**src/rtl/cpu_pkg.sv**
```systemverilog
// Shared CPU definitions: cpustate encodings, key debounce default and
// panel bus widths. Used by the panel loader and the control unit.
package cpu_pkg;

  localparam int unsigned DEB_CYCLES_DEF = 4;
  localparam int unsigned ADDR_W         = 16;
  localparam int unsigned DATA_W         = 8;

  // CPU state as seen by the control unit's CPUstate input
  typedef enum logic [1:0] {
    CPU_IDLE  = 2'b00,
    CPU_IN    = 2'b01,
    CPU_CHECK = 2'b10,
    CPU_RUN   = 2'b11
  } cpustate_e;

  // Mode-key sequence IDLE -> IN -> CHECK -> RUN -> IDLE
  function automatic cpustate_e next_mode(input cpustate_e s);
    cpustate_e n;
    case (s)
      CPU_IDLE:  n = CPU_IN;
      CPU_IN:    n = CPU_CHECK;
      CPU_CHECK: n = CPU_RUN;
      default:   n = CPU_IDLE;
    endcase
    return n;
  endfunction

endpackage

```
**src/rtl/key_debounce.sv**
```systemverilog
// Front-panel key conditioner: 2-flop synchroniser, DEB_CYCLES stability
// filter and one-cycle press pulse on each accepted 0->1 transition.
// Ports:
//   clk, reset   clock, async active-low reset
//   key_i        raw key level, asynchronous to clk
//   press_o      registered one-cycle pulse per debounced press
module key_debounce
  import cpu_pkg::*;
#(
  parameter int unsigned DEB_CYCLES = DEB_CYCLES_DEF
) (
  input  logic clk,
  input  logic reset,
  input  logic key_i,
  output logic press_o
);

  localparam int unsigned CNT_W = (DEB_CYCLES < 2) ? 1 : $clog2(DEB_CYCLES);

  logic             meta_q, sync_q;
  logic             level_q, level_d;
  logic             press_q, press_d;
  logic [CNT_W-1:0] cnt_q, cnt_d;

  // Count consecutive samples that disagree with the accepted level; any
  // agreeing sample restarts the count, so a short glitch never lands.
  always_comb begin
    cnt_d   = '0;
    level_d = level_q;
    press_d = 1'b0;
    if (sync_q != level_q) begin
      if (cnt_q == CNT_W'(DEB_CYCLES - 1)) begin
        level_d = sync_q;
        press_d = sync_q;
      end else begin
        cnt_d = cnt_q + CNT_W'(1);
      end
    end
  end

  always_ff @(posedge clk or negedge reset) begin
    if (!reset) begin
      meta_q  <= 1'b0;
      sync_q  <= 1'b0;
      level_q <= 1'b0;
      press_q <= 1'b0;
      cnt_q   <= '0;
    end else begin
      meta_q  <= key_i;
      sync_q  <= meta_q;
      level_q <= level_d;
      press_q <= press_d;
      cnt_q   <= cnt_d;
    end
  end

  assign press_o = press_q;

endmodule

```
**src/rtl/panel_loader.sv**
```systemverilog
// Front-panel loader: mode key walks the CPU state IDLE->IN->CHECK->RUN;
// in IN the step key writes switch data to successive addresses, in CHECK
// it walks memory and shows each byte on the LEDs, in RUN the CPU owns memory.
// Ports:
//   clk, reset          clock, async active-low reset
//   mode_key, step_key  raw front-panel buttons, active-high
//   sw_data             data switches
//   mem_rdata           memory read data (one cycle after mem_re/address)
//   cpustate            current CPU state
//   mem_addr/wdata/we/re panel memory access
//   mem_sel             memory port owner, 1 = CPU
//   disp_data           LED byte
module panel_loader
  import cpu_pkg::*;
#(
  parameter int unsigned DEB_CYCLES = DEB_CYCLES_DEF
) (
  input  logic              clk,
  input  logic              reset,
  input  logic              mode_key,
  input  logic              step_key,
  input  logic [DATA_W-1:0] sw_data,
  input  logic [DATA_W-1:0] mem_rdata,
  output logic [1:0]        cpustate,
  output logic [ADDR_W-1:0] mem_addr,
  output logic [DATA_W-1:0] mem_wdata,
  output logic              mem_we,
  output logic              mem_re,
  output logic              mem_sel,
  output logic [DATA_W-1:0] disp_data
);

  logic mode_press, step_press;

  key_debounce #(.DEB_CYCLES(DEB_CYCLES)) u_mode_deb (
    .clk     (clk),
    .reset   (reset),
    .key_i   (mode_key),
    .press_o (mode_press)
  );

  key_debounce #(.DEB_CYCLES(DEB_CYCLES)) u_step_deb (
    .clk     (clk),
    .reset   (reset),
    .key_i   (step_key),
    .press_o (step_press)
  );

  cpustate_e         state_q, state_d;
  logic [ADDR_W-1:0] addr_q, addr_d;
  logic [DATA_W-1:0] wdata_q, wdata_d;
  logic [DATA_W-1:0] disp_q, disp_d;
  logic              we_q, we_d;
  logic              re_q, re_d;
  logic              sel_q, sel_d;

  // Next state, address counter and output registers; mode beats step.
  always_comb begin
    state_d = state_q;
    addr_d  = addr_q;
    wdata_d = wdata_q;
    disp_d  = disp_q;
    we_d    = 1'b0;
    if (mode_press) begin
      state_d = next_mode(state_q);
      if (state_d == CPU_IN || state_d == CPU_CHECK) begin
        addr_d = '0;
      end
    end else begin
      case (state_q)
        CPU_IN: begin
          // Address moves on only after the strobe has gone out with the old value
          if (we_q) begin
            addr_d = addr_q + ADDR_W'(1);
          end
          if (step_press) begin
            we_d    = 1'b1;
            wdata_d = sw_data;
            disp_d  = sw_data;
          end
        end
        CPU_CHECK: begin
          // Track read data continuously so the LEDs follow the current address
          if (re_q) begin
            disp_d = mem_rdata;
          end
          if (step_press) begin
            addr_d = addr_q + ADDR_W'(1);
          end
        end
        default: ;
      endcase
    end
    re_d  = (state_d == CPU_CHECK);
    sel_d = (state_d == CPU_RUN);
  end

  always_ff @(posedge clk or negedge reset) begin
    if (!reset) begin
      state_q <= CPU_IDLE;
      addr_q  <= '0;
      wdata_q <= '0;
      disp_q  <= '0;
      we_q    <= 1'b0;
      re_q    <= 1'b0;
      sel_q   <= 1'b0;
    end else begin
      state_q <= state_d;
      addr_q  <= addr_d;
      wdata_q <= wdata_d;
      disp_q  <= disp_d;
      we_q    <= we_d;
      re_q    <= re_d;
      sel_q   <= sel_d;
    end
  end

  assign cpustate  = state_q;
  assign mem_addr  = addr_q;
  assign mem_wdata = wdata_q;
  assign mem_we    = we_q;
  assign mem_re    = re_q;
  assign mem_sel   = sel_q;
  assign disp_data = disp_q;

endmodule

```
**config.mk**
```make
export PLATFORM = sky130hd
export DESIGN_NAME = panel_loader
export DESIGN_NICKNAME = d
export VERILOG_FILES = /design/src/rtl/cpu_pkg.sv /design/src/rtl/key_debounce.sv /design/src/rtl/panel_loader.sv
export SDC_FILE = /design/constraint.sdc
export NUM_CORES = 1
export LEC_CHECK = 0
export BUFFER_PORTS_ARGS = -buffer_cell sky130_fd_sc_hd__buf_4
export CORE_ASPECT_RATIO = 0.6
export CORE_MARGIN = 1.5
export CORE_UTILIZATION = 50
export CTS_CLUSTER_SIZE = 20
export DETAILED_ROUTE_END_ITERATION = 8
export PLACE_DENSITY = 0.76
export SYNTH_ARGS = -nofsm -noshare
export SYNTH_HDL_FRONTEND = slang
export SYNTH_SLANG_ARGS = --single-unit
```
**constraint.sdc**
```tcl
create_clock -name clk -period 2.7 [get_ports clk]
set_input_delay 0.27 -clock clk [delete_from_list [all_inputs] [get_ports clk]]
set_output_delay 0.27 -clock clk [all_outputs]
set_load 0.1 [all_outputs]
```
==> results by group, run 1 <==
Run status
  • Outcome: complete, no violations

Setup path
  • Crit path from: cpustate[1]
  • Worst setup EP type: flip-flop
  • Crit Path Category: reg -> reg
  • Startpoint Class: flip-flop
  • Crit path cell chain: inv_1, ha_1, nor2b_1, or3_1, nor4_1, mux2i_1
  • WP buf/inv: 1
  • Critical Path RT: 2.92 ns
  • Critical path's largest stage delay: between 0.5 and 0.6 ns
  • CP Data Arrival Time: approximately 2.5 ns
  • CP max-delay cell: or3_1
  • R2r setup slk: 0.46 ns
  • CP top delay family: simple AND/OR/NAND/NOR gates
  • RR Endpoint: mem_addr[14]
  • Reg-to-Reg Start: cpustate[1]
  • Worst reg-to-reg path cell count: 6
  • Worst-path maximum fanout: 16

Placement
  • Port Buf Inserts: 56
  • Cell Area, Placed: 0.002715 mm2
  • Setup slack at placement: 0.4911 ns
  • GPL Wtd Cong: 0.7989
  • Post-DP HPWL: 3521 um

Global route
  • Initial antenna violation count: 0
  • Total GRT Usage: 0.2222
  • First-pass GRT wire length: 7879 um
  • Vias in the first global route: 1623
  • GR Overflow Total: 0
  • Largest net degree at the start of global routing: 50

Drt
  • DR pass1 iterations: 4
  • Via count: 1725
  • Wire per inst: 14.21 um
  • DR vias/cell: about 5
  • Residual DRC count: 0
  • Post-route ant nets: 0
  • Initial DRC Count: between 70 and 80
  • Routed wire length: 4774 um

Yosys
  • Syn Nets: 241
  • Count of flip-flops with a built-in enable after synthesis: 0
  • Synth warn: 0
  • Post-Syn Area per Cell: 10.42 um2
  • Synth unique cells: 35
  • Commonest register cell after synthesis: dfrtp_1
  • Share of flip-flops with an asynchronous set or reset: 1.000
  • Yosys top cell area share: 0.5499
  • Synthesis-stage register bit count: 49
  • Cell count after synthesis: 214
  • Post-Syn Area: 0.002230 mm2
  • Synth area leaders: dfrtp_1, mux2i_1, nand2_1
  • Synth cell count leaders: dfrtp_1, nand2_1, mux2i_1
  • Count leader, synth: dfrtp_1
  • Sequential area share after synthesis: 0.5499
  • Yosys top cell by area: dfrtp_1

Die
  • Die H: 54.73 um
  • Io pins: 57
  • Initial Util: 0.5323
  • Core Area: 0.004189 mm2
  • Chip Width: 89.21 um
  • Site Rows: 18
  • Die area: 0.004882 mm2

Clock tree
  • CTS tree: built
  • Setup bufs post-CTS: 0
  • Clock Latency Late Sink: 0.30 ns
  • Clock Sinks: 49
  • Clock root cell: clkbuf_8
  • CTS Buffer Depth: 2
  • Num CTS Buffers: 5
  • Clock slew at reported path FFs: 0.09 ns
  • CTS HTree Levels: 2
  • CTS resizes: 0

Timing
  • Worst-Margin Slew: 0.5926 ns
  • Final worst-path cycle share: 0.8279
  • Final hold viol count: 0
  • Tmin final: 2.235 ns
  • TNS Setup: 0 ns
  • Final WS setup: 0.4647 ns
  • Final setup violation count: 0
  • Relative slew slack: 0.6049
  • Peak Freq: 447.4 MHz
  • Max Slew Vio Count: 0
  • RSZ-0062 raised after global routing: no
  • Final Skew: approximately 0.0048 ns

Final layout
  • Register Area: 0.001229 mm2
  • Nets: 302
  • Area Growth Syn to Fin: 26.77%
  • Cell area after layout: 0.002826 mm2
  • Multi-input logic area: 923.4 um2
  • Number of diodes: 0
  • Fraction of layout cells with a size suffix above 1: 0.2717
  • Fillers: 345

Min path
  • Cells on Worst Hold Path: 1
  • Min-Delay Startpoint: mode_key
  • Hold Crit Endpoint: u_mode_deb.meta_q
  • Hold WC Path Type: in -> reg

Flow run
  • Maxcap violations: 0
[what timing repair did]
item | in CTS | in global routing
hold buffers | 1 | 0
hold endpoints to repair | 48 | 0
endpoints found under the setup margin | 0 | 0
[through the flow]
step / instances / hold slack, ns / util
floorplan: 214 / -0.02559 / -
global placement: 327 / 0.3230 / 0.6481
detailed placement: 327 / 0.3183 / 0.6481
CTS: 336 / 0.06081 / 0.6747
global route: 336 / 0.05183 / 0.6747
finish: 336 / 0.07213 / 0.6747
[worst max-delay path by stage]
stage	to	cells past startpoint
global route	mem_addr[14]	6
detailed placement	mem_addr[14]	6
global placement	mem_addr[6]	6
floorplan	mem_addr[5]	8
CTS	mem_addr[14]	6
finish	mem_addr[14]	6
[area by class of cell]
| type | instances | share of cell area |
|---|---|---|
| clock buffers | 7 | 0.03409 |
| clock inverters | 1 | 0.001771 |
| inverters | 8 | 0.01062 |
| multi-input cells | 149 | 0.3267 |
| flip-flops and latches | 49 | 0.4347 |
| well taps | 60 | 0.02656 |
| repair buffers | 62 | 0.1656 |
[routing by layer]
metal	vias to the layer above	GRT usage	wire length, um	share of wire
li1	865	-	-	-
met1	814	0.3231	2405	0.50
met2	40	0.3271	2136	0.45
met3	6	0.05279	196	0.041
met4	0	0.07692	36	0.0075
met5	-	0	0	0
[cells by family (layout without fill, tap and decap cells)]
logic type / count (synthesis) / in the layout / share of synthesized area
adders and majority gates: 7 / 7 / 0.03928
xor gates and xnor gates: 2 / 2 / 0.007858
DFF: 49 / 49 / 0.5499
muxes: 17 / 17 / 0.07632
and+or+nand+nor: 97 / 97 / 0.2149
AOI/OAI and AO/OA: 26 / 26 / 0.07576
buffers and inverters: 16 / 78 / 0.03592
[sequential cells by signal, summed over array words and instances, names as in the netlist]
name,flops
u_mode_deb.sync_q,1
cpustate,2
u_step_deb.level_q,1
mem_wdata,8
u_step_deb.sync_q,1
u_step_deb.meta_q,1
u_mode_deb.level_q,1
mem_re,1
disp_data,8
u_mode_deb.press_o,1
mem_addr,16
u_mode_deb.meta_q,1
u_mode_deb.cnt_q,2
u_step_deb.press_o,1
mem_sel,1
u_step_deb.cnt_q,2
mem_we,1
[placed cells by master, fill, tap and decap left out, drive strengths merged, types with 2 or more instances in the layout]
master / n
a221o: 3
or2: 2
nor3b: 2
xnor2: 2
a31oi: 2
dfrtp: 49
clkinv: 2
nand4: 2
mux2i: 17
inv: 7
nor2b: 9
nor4: 7
buf: 61
a21oi: 9
nor3: 7
ha: 7
nor2: 13
and2: 2
or3: 3
nand2: 39
o21ai: 6
clkbuf: 7
nand3: 6
a211o: 2
Power of run 1 is left out: the tool's default activity adds up to more than one toggle a clock period on the data nets, which glitch-free logic cannot reach.
==> inputs of run 2 (changes only) <==
--- a/config.mk
+++ b/config.mk
@@ -8,10 +8,10 @@
 export BUFFER_PORTS_ARGS = -buffer_cell sky130_fd_sc_hd__buf_4
 export CORE_ASPECT_RATIO = 0.6
 export CORE_MARGIN = 1.5
-export CORE_UTILIZATION = 50
+export CORE_UTILIZATION = 47
 export CTS_CLUSTER_SIZE = 20
 export DETAILED_ROUTE_END_ITERATION = 8
-export PLACE_DENSITY = 0.76
+export PLACE_DENSITY = 0.75
 export SYNTH_ARGS = -nofsm -noshare
 export SYNTH_HDL_FRONTEND = slang
 export SYNTH_SLANG_ARGS = --single-unit
==> constraint.sdc (replaced) <==
create_clock -name clk -period 1.85 [get_ports clk]
set_input_delay 0.185 -clock clk [delete_from_list [all_inputs] [get_ports clk]]
set_output_delay 0.185 -clock clk [all_outputs]
set_load 0.1 [all_outputs]
==> results by group, run 2 (synthesis gave the netlist of run 1 again) <==
Setup path
  • WP buf/inv: 3
  • Worst reg-to-reg path cell count: 8
  • Startpoint Class: flip-flop
  • Critical path's largest stage delay: around 0.52 ns
  • Critical Path RT: between 2 and 2.5 ns
  • Worst-path maximum fanout: 8
  • R2r setup slk: -0.03 ns
  • Crit Path Category: reg -> reg
  • Top cell by count, worst path: buf_6
  • CP Data Arrival Time: 2.11 ns
  • Number of cells on the critical path: 8
  • CP top delay family: flip-flops
  • CP endpoint: mem_addr[9]
  • RR Endpoint: mem_addr[9]
  • Reg-to-Reg Start: cpustate[0]
  • Crit path cell chain: inv_4, ha_4, buf_6, or3_4, nand3_4, buf_6, nand2_1, mux2i_1
  • Crit path from: cpustate[0]
  • CP max-delay cell: dfrtp_4
  • Worst setup EP type: flip-flop

Final layout
  • Most common cell after layout, fill and taps aside: buf_4
  • Area Growth Syn to Fin: 47.70%
  • Largest register FFs: 16
  • Nets: 324
  • Cell area after layout: around 0.0033 mm2
  • Finished Core Util: 0.7215
  • Fraction of layout cells with a size suffix above 1: 0.4631
  • Number of diodes: 0
  • Most frequent cells in the layout: buf_4, dfrtp_1, nand2_1

Clock tree
  • Num CTS Buffers: 5
  • CTS tree: built
  • CTS HTree Levels: 2
  • Clock root cell: clkbuf_8
  • Clock Latency Late Sink: 0.31 ns
  • Clock Sinks: 49
  • CTS Buffer Depth: 2
  • Clock slew at reported path FFs: 0.09 ns

Timing
  • Final worst-path cycle share: 1.018
  • Final setup violation count: 7
  • RSZ-0062 raised after global routing: yes
  • Relative slew slack: 0.5904
  • Final hold viol count: 0
  • Worst-Margin Slew: 0.6144 ns
  • Final Skew: ~0.0049 ns
  • Peak Freq: 531.0 MHz
  • Final WS setup: -0.03309 ns
  • Tmin final: 1.883 ns
  • Hold slack final: approximately 0.077 ns
  • Max Slew Vio Count: 0

Min path
  • Cells on Worst Hold Path: 3
  • Hold WC Path Type: in -> reg

Flow run
  • Maxcap violations: 0

Drt
  • Via count: 1958
  • Post-route ant nets: 0
  • Wire per inst: 16.46 um
  • Residual DRC count: 0
  • Initial DRC Count: 72
  • DR pass1 iterations: 4
  • DR vias/cell: 5.424
  • Routed wire length: 5943 um

Die
  • Core Area: roughly 0.0046 mm2
  • Chip Width: about 92 um
  • Io pins: 57
  • Die H: 56.35 um
  • Initial Util: 0.4885
  • Die area: 0.005180 mm2
  • Site Rows: 19

Placement
  • Port Buf Inserts: 56
  • GPL Wtd Cong: 0.8100
  • Post-DP HPWL: approximately 3800 um
  • Cell Area, Placed: 0.002845 mm2

Run status
  • Failing checks: setup timing
  • Outcome: complete, but fails checks

Global route
  • Total GRT Usage: 0.2294
  • Largest net degree at the start of global routing: 50
  • Initial antenna violation count: 0
  • Vias in the first global route: 1932
  • GR Overflow Total: 0
  • First-pass GRT wire length: 9190 um
run 2: cell types whose count changed in the layout (fill, tap and decap cells not counted), sizes merged:
cell / delta
buf: +19
dlygate4sd3: +2
clkbuf: -1
clkinv: +1
or3: +1
run 2: final cells by class:
cell class / instances / area [um2]
flip-flops and latches: 49 / 1240
repair buffers: 83 / 650.6
inverters: 8 / 35.03
well taps: 63 / 78.83
clock buffers: 6 / 82.58
clock inverters: 2 / 13.76
fillers: 329 / 1271
multi-input cells: 150 / 1192
run 2: metal layers:
layer,wire length (um),share of wire,GRT usage
met1,2647,0.45,0.3132
met2,2843,0.48,0.3556
met3,339,0.057,0.06233
met4,112,0.019,0.07912
met5,0,0,0
run 2: what timing repair did:
item                                   4_1_cts  5_1_grt
endpoints found under the hold margin       51        0
gates resized for setup                     20       38
gates cloned                                 2        1
setup buffers                                4        1
setup endpoints to repair                   12       23
hold buffers                                 3        0
pin swaps                                    6        8
run 2: through the flow:
stage	setup TNS (ns)	setup WS (ns)	cells
CTS	-0.03537	-0.01408	359
finish	-0.1012	-0.03309	361
global placement	-0.8330	-0.1234	342
global route	-0.7161	-0.07661	361
floorplan	-4.957	-0.3409	214
detailed placement	-1.276	-0.1669	342
run 2: tightest hold or removal path, stage by stage:
cell and delay, ns:
buf_4 0.08, nand2_1 0.04, nand2_1 0.05
run 2: worst min path at each step:
stage	to	startpoint
floorplan	disp_data[0]	reset
global placement	u_mode_deb.cnt_q[0]	reset
detailed placement	u_mode_deb.cnt_q[0]	reset
CTS	mem_wdata[4]	sw_data[4]
global route	mem_wdata[3]	sw_data[3]
finish	mem_wdata[4]	sw_data[4]
Power of run 2 is left out for the same reason.
==> inputs of run 3 (changes only) <==
--- a/config.mk
+++ b/config.mk
@@ -11,7 +11,7 @@
 export CORE_UTILIZATION = 47
 export CTS_CLUSTER_SIZE = 20
 export DETAILED_ROUTE_END_ITERATION = 8
-export PLACE_DENSITY = 0.75
+export PLACE_DENSITY = 0.77
 export SYNTH_ARGS = -nofsm -noshare
 export SYNTH_HDL_FRONTEND = slang
 export SYNTH_SLANG_ARGS = --single-unit
==> results by group, run 3 (synthesis gave the netlist of run 1 again) <==
Setup path
  • Worst setup EP type: flip-flop
  • Critical Path RT: 2.08 ns
  • Crit Path Category: reg -> reg
  • Crit path cell chain: ha_4, nor2b_4, or3_4, a2111oi_4, a211o_1
  • CP Data Arrival Time: 2.19 ns
  • Startpoint Class: flip-flop
  • CP max-delay cell: dfrtp_4
  • Critical path's largest stage delay: 0.52 ns
  • Reg-to-Reg Start: cpustate[1]
  • Crit path from: cpustate[1]
  • Worst-path maximum fanout: 5

Timing
  • Relative slew slack: 0.5980
  • Worst-Margin Slew: between 0.6 and 0.7 ns
  • Final hold viol count: 0
  • Peak Freq: 511.3 MHz
  • Final worst-path cycle share: 1.057
  • Tmin final: a little under 2 ns
  • TNS Setup: -0.4077 ns
  • Final Skew: 0.01187 ns
  • RSZ-0062 raised after global routing: yes
  • Max Slew Vio Count: 0
  • Hold slack final: 0.07636 ns
  • Final WS setup: -0.1057 ns
  • Final setup violation count: 10

Final layout
  • Fraction of layout cells with a size suffix above 1: 0.4000
  • Nets: 321
  • Area Growth Syn to Fin: 44.44%
  • Number of diodes: 0
  • Final std cells w/o fill: ~360
  • Largest register FFs: 16
  • Fillers: 331
  • Most common cell after layout, fill and taps aside: buf_4
  • Multi-input logic area: 0.001131 mm2
  • Most frequent cells in the layout: buf_4, dfrtp_1, nand2_1
  • Register Area: 0.001240 mm2

Die
  • Core Area: 0.004564 mm2
  • Io pins: 57
  • Initial Util: 0.4885
  • Chip Width: 91.92 um
  • Die H: between 50 and 60 um
  • Site Rows: 19
  • Die area: ~0.0052 mm2

Drt
  • Via count: 1888
  • DR pass1 iterations: 4
  • Routed wire length: 5642 um
  • Post-route ant nets: 0
  • Initial DRC Count: 115
  • DR vias/cell: 5.274
  • Wire per inst: 15.76 um
  • Residual DRC count: 0

Run status
  • Failing checks: setup timing
  • Outcome: complete, but fails checks

Clock tree
  • Clock root cell: clkbuf_8
  • CTS Buffer Depth: 2
  • CTS tree: built
  • Clock Sinks: just under 50
  • Clock Latency Late Sink: 0.30 ns
  • Num CTS Buffers: 5
  • Clock slew at reported path FFs: 0.09 ns
  • CTS HTree Levels: 2

Flow run
  • Maxcap violations: 0

Global route
  • First-pass GRT wire length: 8562 um
  • Total GRT Usage: 0.2128
  • Vias in the first global route: roughly 1.8k
  • GR Overflow Total: 0
  • Largest net degree at the start of global routing: 50
  • Initial antenna violation count: 0

Placement
  • Port Buf Inserts: 56
  • Post-DP HPWL: 3503 um
  • GPL Wtd Cong: 0.8717
  • Placed cell count: 341

Min path
  • Min-Delay Startpoint: sw_data[0]
  • Hold WC Path Type: in -> reg
run 3: cell count changes in the layout (fill, tap and decap cells not counted), moves of 2 or more:
cell     delta
nor2_2      -6
a21oi_2     -4
o21ai_1     +2
nor2_1      +8
a21oi_1     +4
nor3_4      -2
buf_6       -4
nor2_4      -2
run 3: repair_timing:
| action | in CTS | in global routing |
|---|---|---|
| setup buffers | 2 | 2 |
| pin swaps | 5 | 8 |
| setup endpoints to repair | 14 | 23 |
| hold endpoints to repair | 51 | 0 |
| cloned | 1 | 1 |
| hold buffers | 3 | 0 |
| resized for setup | 21 | 14 |
run 3: final timing paths:
| kind | end | slack (ns) | cells past startpoint |
|---|---|---|---|
| min in group asynchronous | u_mode_deb.level_q | 0.43 | 2 |
| max | mem_addr[8] | -0.11 | 5 |
| min reg2reg | u_step_deb.sync_q | 0.35 | 0 |
| max reg2reg | mem_addr[8] | -0.11 | 5 |
| max in group asynchronous | mem_we | 0.96 | 2 |
| min | mem_wdata[0] | 0.08 | 3 |
run 3: metrics by stage:
stage          utilization  instance area [um2]  setup slack, ns
2_1_floorplan            -                 2285          -0.3409
3_3_place_gp        0.6217                 2838          -0.1564
3_5_place_dp        0.6217                 2838          -0.2082
4_1_cts             0.6834                 3119         -0.03243
5_1_grt             0.7056                 3221          -0.1373
6_report            0.7056                 3221          -0.1057
run 3: layout make-up:
type | instances | share of cell area
flip-flops and latches | 49 | 0.3850
multi-input cells | 150 | 0.3512
repair buffers | 80 | 0.1950
well taps | 63 | 0.02448
clock buffers | 6 | 0.02253
clock inverters | 2 | 0.01088
inverters | 8 | 0.01088
run 3: critical path, delay by kind of cell (launching register included):
kind	cells	cell delay, ns
AO/OA/AOI/OAI	2	0.60
adder cells (fa/ha/maj)	1	0.17
flip-flops	1	0.52
AND/OR/NAND/NOR	2	0.59
run 3: layer usage:
metal | GRT usage | part of all wire | vias up
met4 | 0.06813 | 0.030 | 0
li1 | - | - | 904
met3 | 0.06640 | 0.077 | 14
met5 | 0 | 0 | -
met1 | 0.2997 | 0.44 | 898
met2 | 0.3143 | 0.45 | 72
Power of run 3 is left out for the same reason.
